===== src/rtl/dm_dma_if.sv =====
// dm_dma_if: data-memory bus between the DMA engine (master) and memory/peripherals (slave).
// Latency: none, bundle of wires only.
// Backpressure: bus_gnt from the slave side gates every strobe the master drives.
interface dm_dma_if;
    logic        bus_gnt;
    logic        dm_r;
    logic        dm_w;
    logic [31:0] addr;
    logic [31:0] wdata;
    logic [2:0]  dm_op;
    logic [31:0] rdata;

    modport master (
        input  bus_gnt,
        input  rdata,
        output dm_r,
        output dm_w,
        output addr,
        output wdata,
        output dm_op
    );

    modport slave (
        output bus_gnt,
        output rdata,
        input  dm_r,
        input  dm_w,
        input  addr,
        input  wdata,
        input  dm_op
    );
endinterface


===== src/rtl/dm_dma.sv =====
// dm_dma: word-granular memory-to-memory copy engine on a shared data bus, optional fill mode.
// Latency: N-word copy pulses done 2N+1 cycles after start (fill: N+1) with bus_gnt held high.
// Backpressure: bus_gnt low freezes RD/WR with strobes low; start is ignored while busy.
// Optional feature macro: DM_DMA_FILL_EN (fill_mode/fill_data honoured only when defined).
module dm_dma #(
    parameter int unsigned LEN_W    = 10,
    parameter logic [2:0]  DM_OP_WD = 3'b010
) (
    input  logic             clk,
    input  logic             rst,
    input  logic             start,
    input  logic [31:0]      src_addr,
    input  logic [31:0]      dst_addr,
    input  logic [LEN_W-1:0] len,
    input  logic             fill_mode,
    input  logic [31:0]      fill_data,
    dm_dma_if.master         bus,
    output logic             busy,
    output logic             done,
    output logic [LEN_W-1:0] xfer_cnt
);

`ifdef DM_DMA_FILL_EN
    localparam logic FILL_EN = 1'b1;
`else
    localparam logic FILL_EN = 1'b0;
`endif

    typedef enum logic [1:0] {
        S_IDLE = 2'd0,
        S_RD   = 2'd1,
        S_WR   = 2'd2,
        S_FIN  = 2'd3
    } state_t;

    state_t           state_q, state_d;
    logic [31:0]      src_q;
    logic [31:0]      dst_q;
    logic [31:0]      data_q;
    logic [31:0]      fdat_q;
    logic [LEN_W-1:0] len_q;
    logic [LEN_W-1:0] cnt_q;
    logic [LEN_W-1:0] cnt_inc;
    logic             fill_q;
    logic             start_fill;
    logic             last_wr;

    // Fill is only ever requested when the feature is compiled in.
    assign start_fill = FILL_EN & fill_mode;
    assign cnt_inc    = cnt_q + LEN_W'(1);
    assign last_wr    = (cnt_inc == len_q);
    assign xfer_cnt   = cnt_q;

    // State register; reset wins over every other input.
    always_ff @(posedge clk) begin
        if (rst) begin
            state_q <= S_IDLE;
        end else begin
            state_q <= state_d;
        end
    end

    // Next-state decode: each bus phase advances only on a granted cycle.
    always_comb begin
        state_d = state_q;
        case (state_q)
            S_IDLE: begin
                if (start) begin
                    if (len == '0) begin
                        state_d = S_FIN;
                    end else if (start_fill) begin
                        state_d = S_WR;
                    end else begin
                        state_d = S_RD;
                    end
                end
            end
            S_RD: begin
                if (bus.bus_gnt) begin
                    state_d = S_WR;
                end
            end
            S_WR: begin
                if (bus.bus_gnt) begin
                    if (last_wr) begin
                        state_d = S_FIN;
                    end else if (fill_q) begin
                        state_d = S_WR;
                    end else begin
                        state_d = S_RD;
                    end
                end
            end
            S_FIN: begin
                state_d = S_IDLE;
            end
            default: begin
                state_d = S_IDLE;
            end
        endcase
    end

    // Bus and status outputs decoded from state and registers only (start never reaches a strobe).
    always_comb begin
        bus.dm_r  = 1'b0;
        bus.dm_w  = 1'b0;
        bus.addr  = 32'h0;
        bus.wdata = 32'h0;
        bus.dm_op = DM_OP_WD;
        busy      = (state_q != S_IDLE);
        done      = 1'b0;
        case (state_q)
            S_RD: begin
                bus.dm_r = bus.bus_gnt;
                bus.addr = src_q;
            end
            S_WR: begin
                bus.dm_w  = bus.bus_gnt;
                bus.addr  = dst_q;
                bus.wdata = fill_q ? fdat_q : data_q;
            end
            S_FIN: begin
                done = 1'b1;
            end
            default: begin
            end
        endcase
    end

    // Datapath: latch the request at start, then step pointers and count on granted cycles.
    always_ff @(posedge clk) begin
        if (rst) begin
            src_q  <= 32'h0;
            dst_q  <= 32'h0;
            data_q <= 32'h0;
            fdat_q <= 32'h0;
            len_q  <= '0;
            cnt_q  <= '0;
            fill_q <= 1'b0;
        end else begin
            case (state_q)
                S_IDLE: begin
                    if (start) begin
                        // Byte offsets are dropped: the engine only moves aligned words.
                        src_q  <= src_addr & ~32'h3;
                        dst_q  <= dst_addr & ~32'h3;
                        len_q  <= len;
                        fill_q <= start_fill;
                        fdat_q <= fill_data;
                        cnt_q  <= '0;
                    end
                end
                S_RD: begin
                    if (bus.bus_gnt) begin
                        data_q <= bus.rdata;
                        src_q  <= src_q + 32'd4;
                    end
                end
                S_WR: begin
                    if (bus.bus_gnt) begin
                        dst_q <= dst_q + 32'd4;
                        cnt_q <= cnt_inc;
                    end
                end
                default: begin
                end
            endcase
        end
    end

endmodule


===== src/flat_wrapper.sv =====
// flat-port wrapper written by rule: the top's interface ports become plain ports
module dm_dma_flat 
#(
    parameter int unsigned LEN_W    = 10,
    parameter logic [2:0]  DM_OP_WD = 3'b010
)
  (clk, rst, start, src_addr, dst_addr, len, fill_mode, fill_data, busy, done, xfer_cnt, bus_bus_gnt, bus_rdata, bus_dm_r, bus_dm_w, bus_addr, bus_wdata, bus_dm_op);
  dm_dma_if bus_i ();
  input  logic clk;
  input  logic rst;
  input  logic start;
  input  logic [31:0] src_addr;
  input  logic [31:0] dst_addr;
  input  logic [LEN_W-1:0] len;
  input  logic fill_mode;
  input  logic [31:0] fill_data;
  output logic busy;
  output logic done;
  output logic [LEN_W-1:0] xfer_cnt;
  input wire logic [$bits(bus_i.bus_gnt)-1:0] bus_bus_gnt;
  input wire logic [$bits(bus_i.rdata)-1:0] bus_rdata;
  output wire logic [$bits(bus_i.dm_r)-1:0] bus_dm_r;
  output wire logic [$bits(bus_i.dm_w)-1:0] bus_dm_w;
  output wire logic [$bits(bus_i.addr)-1:0] bus_addr;
  output wire logic [$bits(bus_i.wdata)-1:0] bus_wdata;
  output wire logic [$bits(bus_i.dm_op)-1:0] bus_dm_op;
  assign bus_i.bus_gnt = bus_bus_gnt;
  assign bus_i.rdata = bus_rdata;
  assign bus_dm_r = bus_i.dm_r;
  assign bus_dm_w = bus_i.dm_w;
  assign bus_addr = bus_i.addr;
  assign bus_wdata = bus_i.wdata;
  assign bus_dm_op = bus_i.dm_op;
  dm_dma #(.LEN_W(LEN_W), .DM_OP_WD(DM_OP_WD)) u_core (.clk(clk), .rst(rst), .start(start), .src_addr(src_addr), .dst_addr(dst_addr), .len(len), .fill_mode(fill_mode), .fill_data(fill_data), .bus(bus_i), .busy(busy), .done(done), .xfer_cnt(xfer_cnt));
endmodule

===== config.mk =====
export PLATFORM = sky130hd
export DESIGN_NAME = dm_dma_flat
export DESIGN_NICKNAME = d
export VERILOG_FILES = /design/src/rtl/dm_dma_if.sv /design/src/rtl/dm_dma.sv /design/src/flat_wrapper.sv
export SDC_FILE = /design/constraint.sdc
export NUM_CORES = 1
export LEC_CHECK = 0
export CAP_MARGIN = 20
export CORE_ASPECT_RATIO = 0.6
export CORE_MARGIN = 8
export CORE_UTILIZATION = 30
export DETAILED_ROUTE_END_ITERATION = 16
export PLACE_DENSITY = 0.6
export SYNTH_ARGS = -nofsm -noshare
export SYNTH_HDL_FRONTEND = slang
export SYNTH_SLANG_ARGS = --single-unit

===== constraint.sdc =====
create_clock -name clk -period 2.09 [get_ports clk]
set_input_delay 0.418 -clock clk [delete_from_list [all_inputs] [get_ports clk]]
set_output_delay 0.418 -clock clk [all_outputs]
set_load 0.1 [all_outputs]

==> results of run 1 <==
[state kept, by name (all words and copies together), names as in the netlist]
name / flops
u_core.src_q: 30
u_core.xfer_cnt: 10
u_core.data_q: 32
u_core.state_q: 2
u_core.len_q: 10
u_core.dst_q: 30
[what timing repair did]
item,4_1_cts,5_1_grt
pin swaps,19,51
resized for setup,50,66
setup endpoints to repair,61,97
hold buffers,0,0
gates cloned,5,6
buffers inserted,14,20
[worst register-to-register path: cells and delay by family (launching register included)]
kind | cells | cell delay, ns
DFF | 1 | 0.37
adders and majority gates | 1 | 0.22
and+or+nand+nor | 2 | 0.69
buffers and inverters | 5 | 0.64
AOI/OAI and AO/OA | 1 | 0.18
[cells by family (layout without fill, tap and decap cells)]
family	after synthesis	count (layout)	share of synthesized area, %
simple gates	424	424	31.5
xor+xnor	13	13	1.63
mux	8	8	1.20
fa+ha+maj	8	8	1.43
compound gates	293	293	25.9
buf+inv	94	365	5.52
other cells	2	5	0.108
flops	114	114	32.7
[cells in the final DEF, fill, tap and decap left out, drive strengths merged, types with 6 or more instances in the layout]
cell type and instances:
inv 10, a211oi 19, nand2b 8, and3 16
ha 8, nand3 38, nand4 19, and4 10
and2 40, xor2 7, clkbuf 27, clkdlybuf4s50 104
xnor2 6, a22oi 25, a31oi 7, buf 212
o21ai 52, or3 6, dfxtp 114, a21boi 6
nor2b 45, o22ai 10, a21o 9, nor2 39
nand2 143, nor4 19, o21a 6, a21oi 116
or4 8, nor3 29
[area by class of cell]
type / instances / area (µm²)
Fill cell: 2164 / 10700
Tap cell: 315 / 394
Multi-Input combinational cell: 751 / 5030
Inverter: 11 / 56.3
Timing Repair Buffer: 322 / 3950
Sequential cell: 114 / 2310
Clock buffer: 22 / 474
Clock inverter: 10 / 106
[worst max path at each step]
stage / start / to / depth (start not counted) / slack [ns]
5_1_grt: u_core.state_q[0]$_SDFFE_PP0P_ / bus_addr[2] / 7 / -0.17
4_1_cts: u_core.state_q[1]$_SDFFE_PP0P_ / bus_addr[10] / 7 / -0.13
3_3_place_gp: start / u_core.src_q[30]$_SDFFE_PP0P_ / 6 / -0.15
3_5_place_dp: start / u_core.src_q[30]$_SDFFE_PP0P_ / 6 / -0.14
2_1_floorplan: u_core.state_q[1]$_SDFFE_PP0P_ / bus_addr[23] / 8 / -0.08
6_report: u_core.state_q[1]$_SDFFE_PP0P_ / bus_addr[11] / 7 / -0.12
[power breakdown]
| part | switching [mW] | internal, mW | leakage (nW) |
|---|---|---|---|
| clock network | 1.08 | 1.84 | 0.286 |
| registers | 0.709 | 2.83 | 0.940 |
| logic | 5.38 | 4.80 | 3.35 |
| total | 7.17 | 9.47 | 4.57 |
[metal layers]
metal | up-vias | GRT usage, %
met5 | - | 0
met4 | 0 | 4.58
met3 | 18 | 5.89
met2 | 323 | 27.4
met1 | 3921 | 28.9
li1 | 3984 | -
==> results.sh, run 1 <==
export IMPL_htree_levels=4
export IMPL_layout_drive_gt1_share_pct=32.7
export IMPL_setup_ws_ns=-0.124
export IMPL_cts_reportedPaths_clkPinSlew_ns=0.05
export IMPL_synthesis_area_um2=6980
export IMPL_ff2ff_setup_slack_ns=-0.08
export IMPL_grt_pass1_wl_mm=44.3
export IMPL_yosysSeqAreaShare_pct=32.7
export IMPL_netlist_instances=956
export IMPL_met3WireLength_mm=2.57
export IMPL_drtIter0Drc=654
export IMPL_cp_slowest_cell="dfxtp_4"
export IMPL_cap_violations=0
export IMPL_slew_headroom_pct=65.2
export IMPL_clock_path_buffers=2
export IMPL_start_util_pct=30.4
export IMPL_top_layer_used="met4"
export IMPL_ys_warn_count=0
export IMPL_grt_use_total_pct=19.7
export IMPL_setup_tns_ns=-4.22
export IMPL_hold_end="u_core.data_q[9]$_SDFFE_PP0P_"
export IMPL_drc=0
export IMPL_final_nets=1368
export IMPL_detailroute_via_count=8246
export IMPL_avgRoutedWirePerCell_um=19.2
export IMPL_min_path_cells=2
export IMPL_synth_edf_count=0
export IMPL_clockRootBuffer="clkbuf_16"
export IMPL_rows=43
export IMPL_crit_path_start_kind="flip-flop"
export IMPL_gp_congestion=0.860
export IMPL_worstHoldPathType="flip-flop to flip-flop"
export IMPL_die_area_um2=28600
export IMPL_synth_cell_type_count=62
export IMPL_yosys_top_cells_area="dfxtp_1 (33%), a21oi_1 (8.3%), nand2_1 (7.7%)"
export IMPL_worstSetupPathType="flip-flop to output pin"
export IMPL_syn_avg_cell_area_um2=7.30
export IMPL_post_place_ws_ns=-0.144
export IMPL_coreArea_um2=23000
export IMPL_place_inst=1472
export IMPL_yosysMostFrequentCell="nand2_1"
export IMPL_design_area_um2=12300
export IMPL_ys_seq_elements=114
export IMPL_cp_slowest_stage_delay_ns=0.38
export IMPL_drt_pass1_iterations=5
export IMPL_fin_skew_ns=0.00916
export IMPL_fin_crit_ns=2.21
export IMPL_synth_top_area_cell="dfxtp_1"
export IMPL_hold_path_startpoint="u_core.data_q[9]$_SDFFE_PP0P_"
export IMPL_antenna_found_initial=0
export IMPL_p_per_area_nw_per_um2=1350
export IMPL_hold_viol_final=0
export IMPL_diodes=0
export IMPL_cellLeakagePower_nw=4.57
export IMPL_numPortBuffers=181
export IMPL_ys_flop_type="dfxtp_1"
export IMPL_grt_pass1_vias=7605
export IMPL_clock_latency_ns=0.43
export IMPL_finalPower_mw=16.6
export IMPL_async_flop_share_pct=0
export IMPL_routed_via_density=5.34
export IMPL_drt_wl_total_mm=29.6
export IMPL_die_w_um=213
export IMPL_synth_top_area_share_pct=32.7
export IMPL_clock_sinks=114
export IMPL_hpwl_mm=20.5
export IMPL_cp_top_family="buffers and inverters"
export IMPL_fin_util_pct=53.6
export IMPL_max_freq_mhz=452
export IMPL_place_area_um2=10800
export IMPL_dr_wl_met2_mm=12.5
export IMPL_rsz0062_at_grt="true"
export IMPL_rr_worst_depth=9
export IMPL_worst_pin_slew_ns=0.522
export IMPL_grt_max_degree=53
export IMPL_reg2reg_from="u_core.state_q[1]$_SDFFE_PP0P_"
export IMPL_die_h_um=134
export IMPL_crit_fanout=5
export IMPL_setup_viol=62
export IMPL_r2r_end="u_core.src_q[25]$_SDFFE_PP0P_"
export IMPL_area_delta_synth_final_pct=76.5
export IMPL_crit_top_cell="buf_12"
export IMPL_layout_cells_non_filler=1545
export IMPL_fin_hold_ws_ns=0.453
export IMPL_ir_worst_vdd_mv=0.703
export IMPL_pin_count=224
export IMPL_postRouteAntennaNets=0
export IMPL_numCtsBuffers=17
export IMPL_cp_end_kind="output pin"
export IMPL_slew_viol_final=0
export IMPL_period_share_pct=106
export IMPL_gr_total_overflow=0
export IMPL_required_ns=1.67
export IMPL_crit_buf_inv=4
export IMPL_status="complete, but fails checks"
export IMPL_crit_arrival_ns=1.80
export IMPL_synth_common_cells="nand2_1 (143), a21oi_1 (116), dfxtp_1 (114)"
export IMPL_met1_length_mm=14.2
export IMPL_cts_tree="built"
export IMPL_violations="negative setup slack"
export IMPL_crit_chain="inv_4, ha_4, buf_12, buf_16, a22oi_2, nor2b_4, buf_12"
No activity file was read; power rests on OpenSTA's default activity.
==> run 2: changes to the inputs <==
- CORE_MARGIN: 8 -> default
==> results.sh, run 2 (synthesized netlist as in run 1, its figures left out) <==
export IMPL_cap_violations=0
export IMPL_cellLeakagePower_nw=4.54
export IMPL_rsz0062_at_grt="true"
export IMPL_coreArea_um2=22400
export IMPL_crit_path_start_kind="flip-flop"
export IMPL_crit_chain="inv_4, ha_4, buf_6, clkbuf_16, a22oi_2, nor2b_4, buf_12"
export IMPL_setup_tns_ns=-6.27
export IMPL_final_cell_mix="nand2_1 (135), a21oi_1 (112), buf_4 (108)"
export IMPL_dr_wl_met2_mm=11.5
export IMPL_final_nets=1366
export IMPL_finalPower_mw=17.0
export IMPL_drtIter0Drc=736
export IMPL_pin_count=224
export IMPL_cp_end_kind="output pin"
export IMPL_mostFrequentLayoutCell="nand2_1"
export IMPL_detailroute_via_count=8229
export IMPL_crit_fanout=6
export IMPL_start_util_pct=31.1
export IMPL_drc=0
export IMPL_p_per_area_nw_per_um2=1380
export IMPL_ir_worst_vdd_mv=0.789
export IMPL_setup_ws_ns=-0.135
export IMPL_cts_reportedPaths_clkPinSlew_ns=0.06
export IMPL_fin_crit_ns=2.22
export IMPL_fin_skew_ns=0.00661
export IMPL_max_freq_mhz=449
export IMPL_largest_register_ffs=32
export IMPL_cp_slowest_stage_delay_ns=0.38
export IMPL_die_area_um2=23900
export IMPL_n_fill_cell=2054
export IMPL_die_w_um=199
export IMPL_top_layer_used="met4"
export IMPL_antenna_found_initial=0
export IMPL_numCtsBuffers=17
export IMPL_violations="negative setup slack"
export IMPL_largest_register="u_core.data_q"
export IMPL_ctsHoldBuffers=0
export IMPL_layout_drive_gt1_share_pct=32.1
export IMPL_drt_wl_total_mm=28.1
export IMPL_reg_top3="u_core.data_q (32), u_core.dst_q (30), u_core.src_q (30)"
export IMPL_status="complete, but fails checks"
export IMPL_crit_arrival_ns=1.81
export IMPL_place_inst=1453
export IMPL_clock_path_buffers=2
export IMPL_area_delta_synth_final_pct=76.4
export IMPL_diodes=0
export IMPL_drt_pass1_iterations=5
export IMPL_cp_top_family="buffers and inverters"
export IMPL_avgRoutedWirePerCell_um=18.3
export IMPL_grt_pass1_vias=7439
export IMPL_hold_viol_final=0
export IMPL_period_share_pct=106
export IMPL_required_ns=1.67
export IMPL_grt_max_degree=38
export IMPL_rows=42
export IMPL_gp_congestion=0.864
export IMPL_layout_cells_non_filler=1536
export IMPL_slew_viol_final=0
export IMPL_routed_via_density=5.36
export IMPL_clockRootBuffer="clkbuf_16"
export IMPL_hpwl_mm=19.0
export IMPL_met1_length_mm=13.8
export IMPL_cp_slowest_cell="dfxtp_4"
export IMPL_htree_levels=4
export IMPL_clock_sinks=114
export IMPL_numPortBuffers=181
export IMPL_postRouteAntennaNets=0
export IMPL_crit_buf_inv=4
export IMPL_setup_viol=72
export IMPL_met3WireLength_mm=2.58
export IMPL_clock_latency_ns=0.43
export IMPL_worstHoldPathType="primary input to flip-flop"
export IMPL_grt_pass1_wl_mm=41.8
export IMPL_cts_tree="built"
export IMPL_grt_use_total_pct=22.7
export IMPL_gr_total_overflow=0
export IMPL_worstSetupPathType="flip-flop to output pin"
export IMPL_die_h_um=120
==> run 2: changes by cell type in the layout (fill, tap and decap cells not counted), moves of 3 or more <==
| cell | before | now |
|---|---|---|
| buf_6 | 13 | 8 |
| a21oi_2 | 7 | 3 |
| clkbuf_16 | 22 | 26 |
| nor4_1 | 12 | 16 |
| a211oi_1 | 14 | 17 |
| a211oi_2 | 4 | 1 |
| a21oi_1 | 109 | 112 |
| buf_16 | 2 | 5 |
| clkinv_2 | 5 | 2 |
==> run 2: where the power goes <==
group | switching (mW) | total (mW) | internal [mW]
combinational | 5.33 | 10.4 | 5.08
clock | 1.14 | 2.95 | 1.82
sequential | 0.778 | 3.61 | 2.83
total | 7.25 | 17.0 | 9.73
==> run 2: what timing repair did <==
action / 4_1_cts / 5_1_grt
hold endpoints to repair: 0 / 0
gates cloned: 6 / 10
pin swaps: 20 / 46
buffers inserted: 13 / 24
gates resized for setup: 41 / 70
endpoints found under the setup margin: 64 / 84
==> run 2: area by class of cell <==
type,count,area [µm²],area share (%)
sequential,114,2310,18.8
tap,308,385,3.13
timing repair buffer,320,3990,32.4
inverter,11,52.6,0.427
clock buffer,20,457,3.71
multi-input combinational,751,4980,40.5
clock inverter,12,130,1.06
==> run 2: metal layers <==
metal | global-route usage [%] | up-vias
met1 | 34.5 | 3871
met5 | 0 | -
met2 | 30.4 | 361
met4 | 5.10 | 0
met3 | 6.86 | 28
li1 | - | 3969
==> run 2: final timing paths <==
kind | from | end | slack [ns] | cells after the start
setup / recovery | u_core.state_q[1]$_SDFFE_PP0P_ | bus_addr[3] | -0.13 | 7
hold / removal | rst | u_core.len_q[8]$_SDFFE_PP0P_ | 0.30 | 2
setup reg to reg | u_core.state_q[1]$_SDFFE_PP0P_ | u_core.src_q[8]$_SDFFE_PP0P_ | -0.06 | 11
hold reg to reg | u_core.data_q[0]$_SDFFE_PP0P_ | u_core.data_q[0]$_SDFFE_PP0P_ | 0.45 | 2
==> run 2: per-stage QoR <==
step	utilization [%]	setup slack [ns]	hold WS, ns	cell area, µm²
after detailed placement	47.5	-0.0566	0.443	10700
after CTS	52.1	-0.150	0.287	11700
after floorplan	-	-0.0831	0.432	7510
after global routing	54.9	-0.194	0.287	12300
final	54.9	-0.135	0.303	12300
after global placement	47.5	-0.0434	0.441	10700
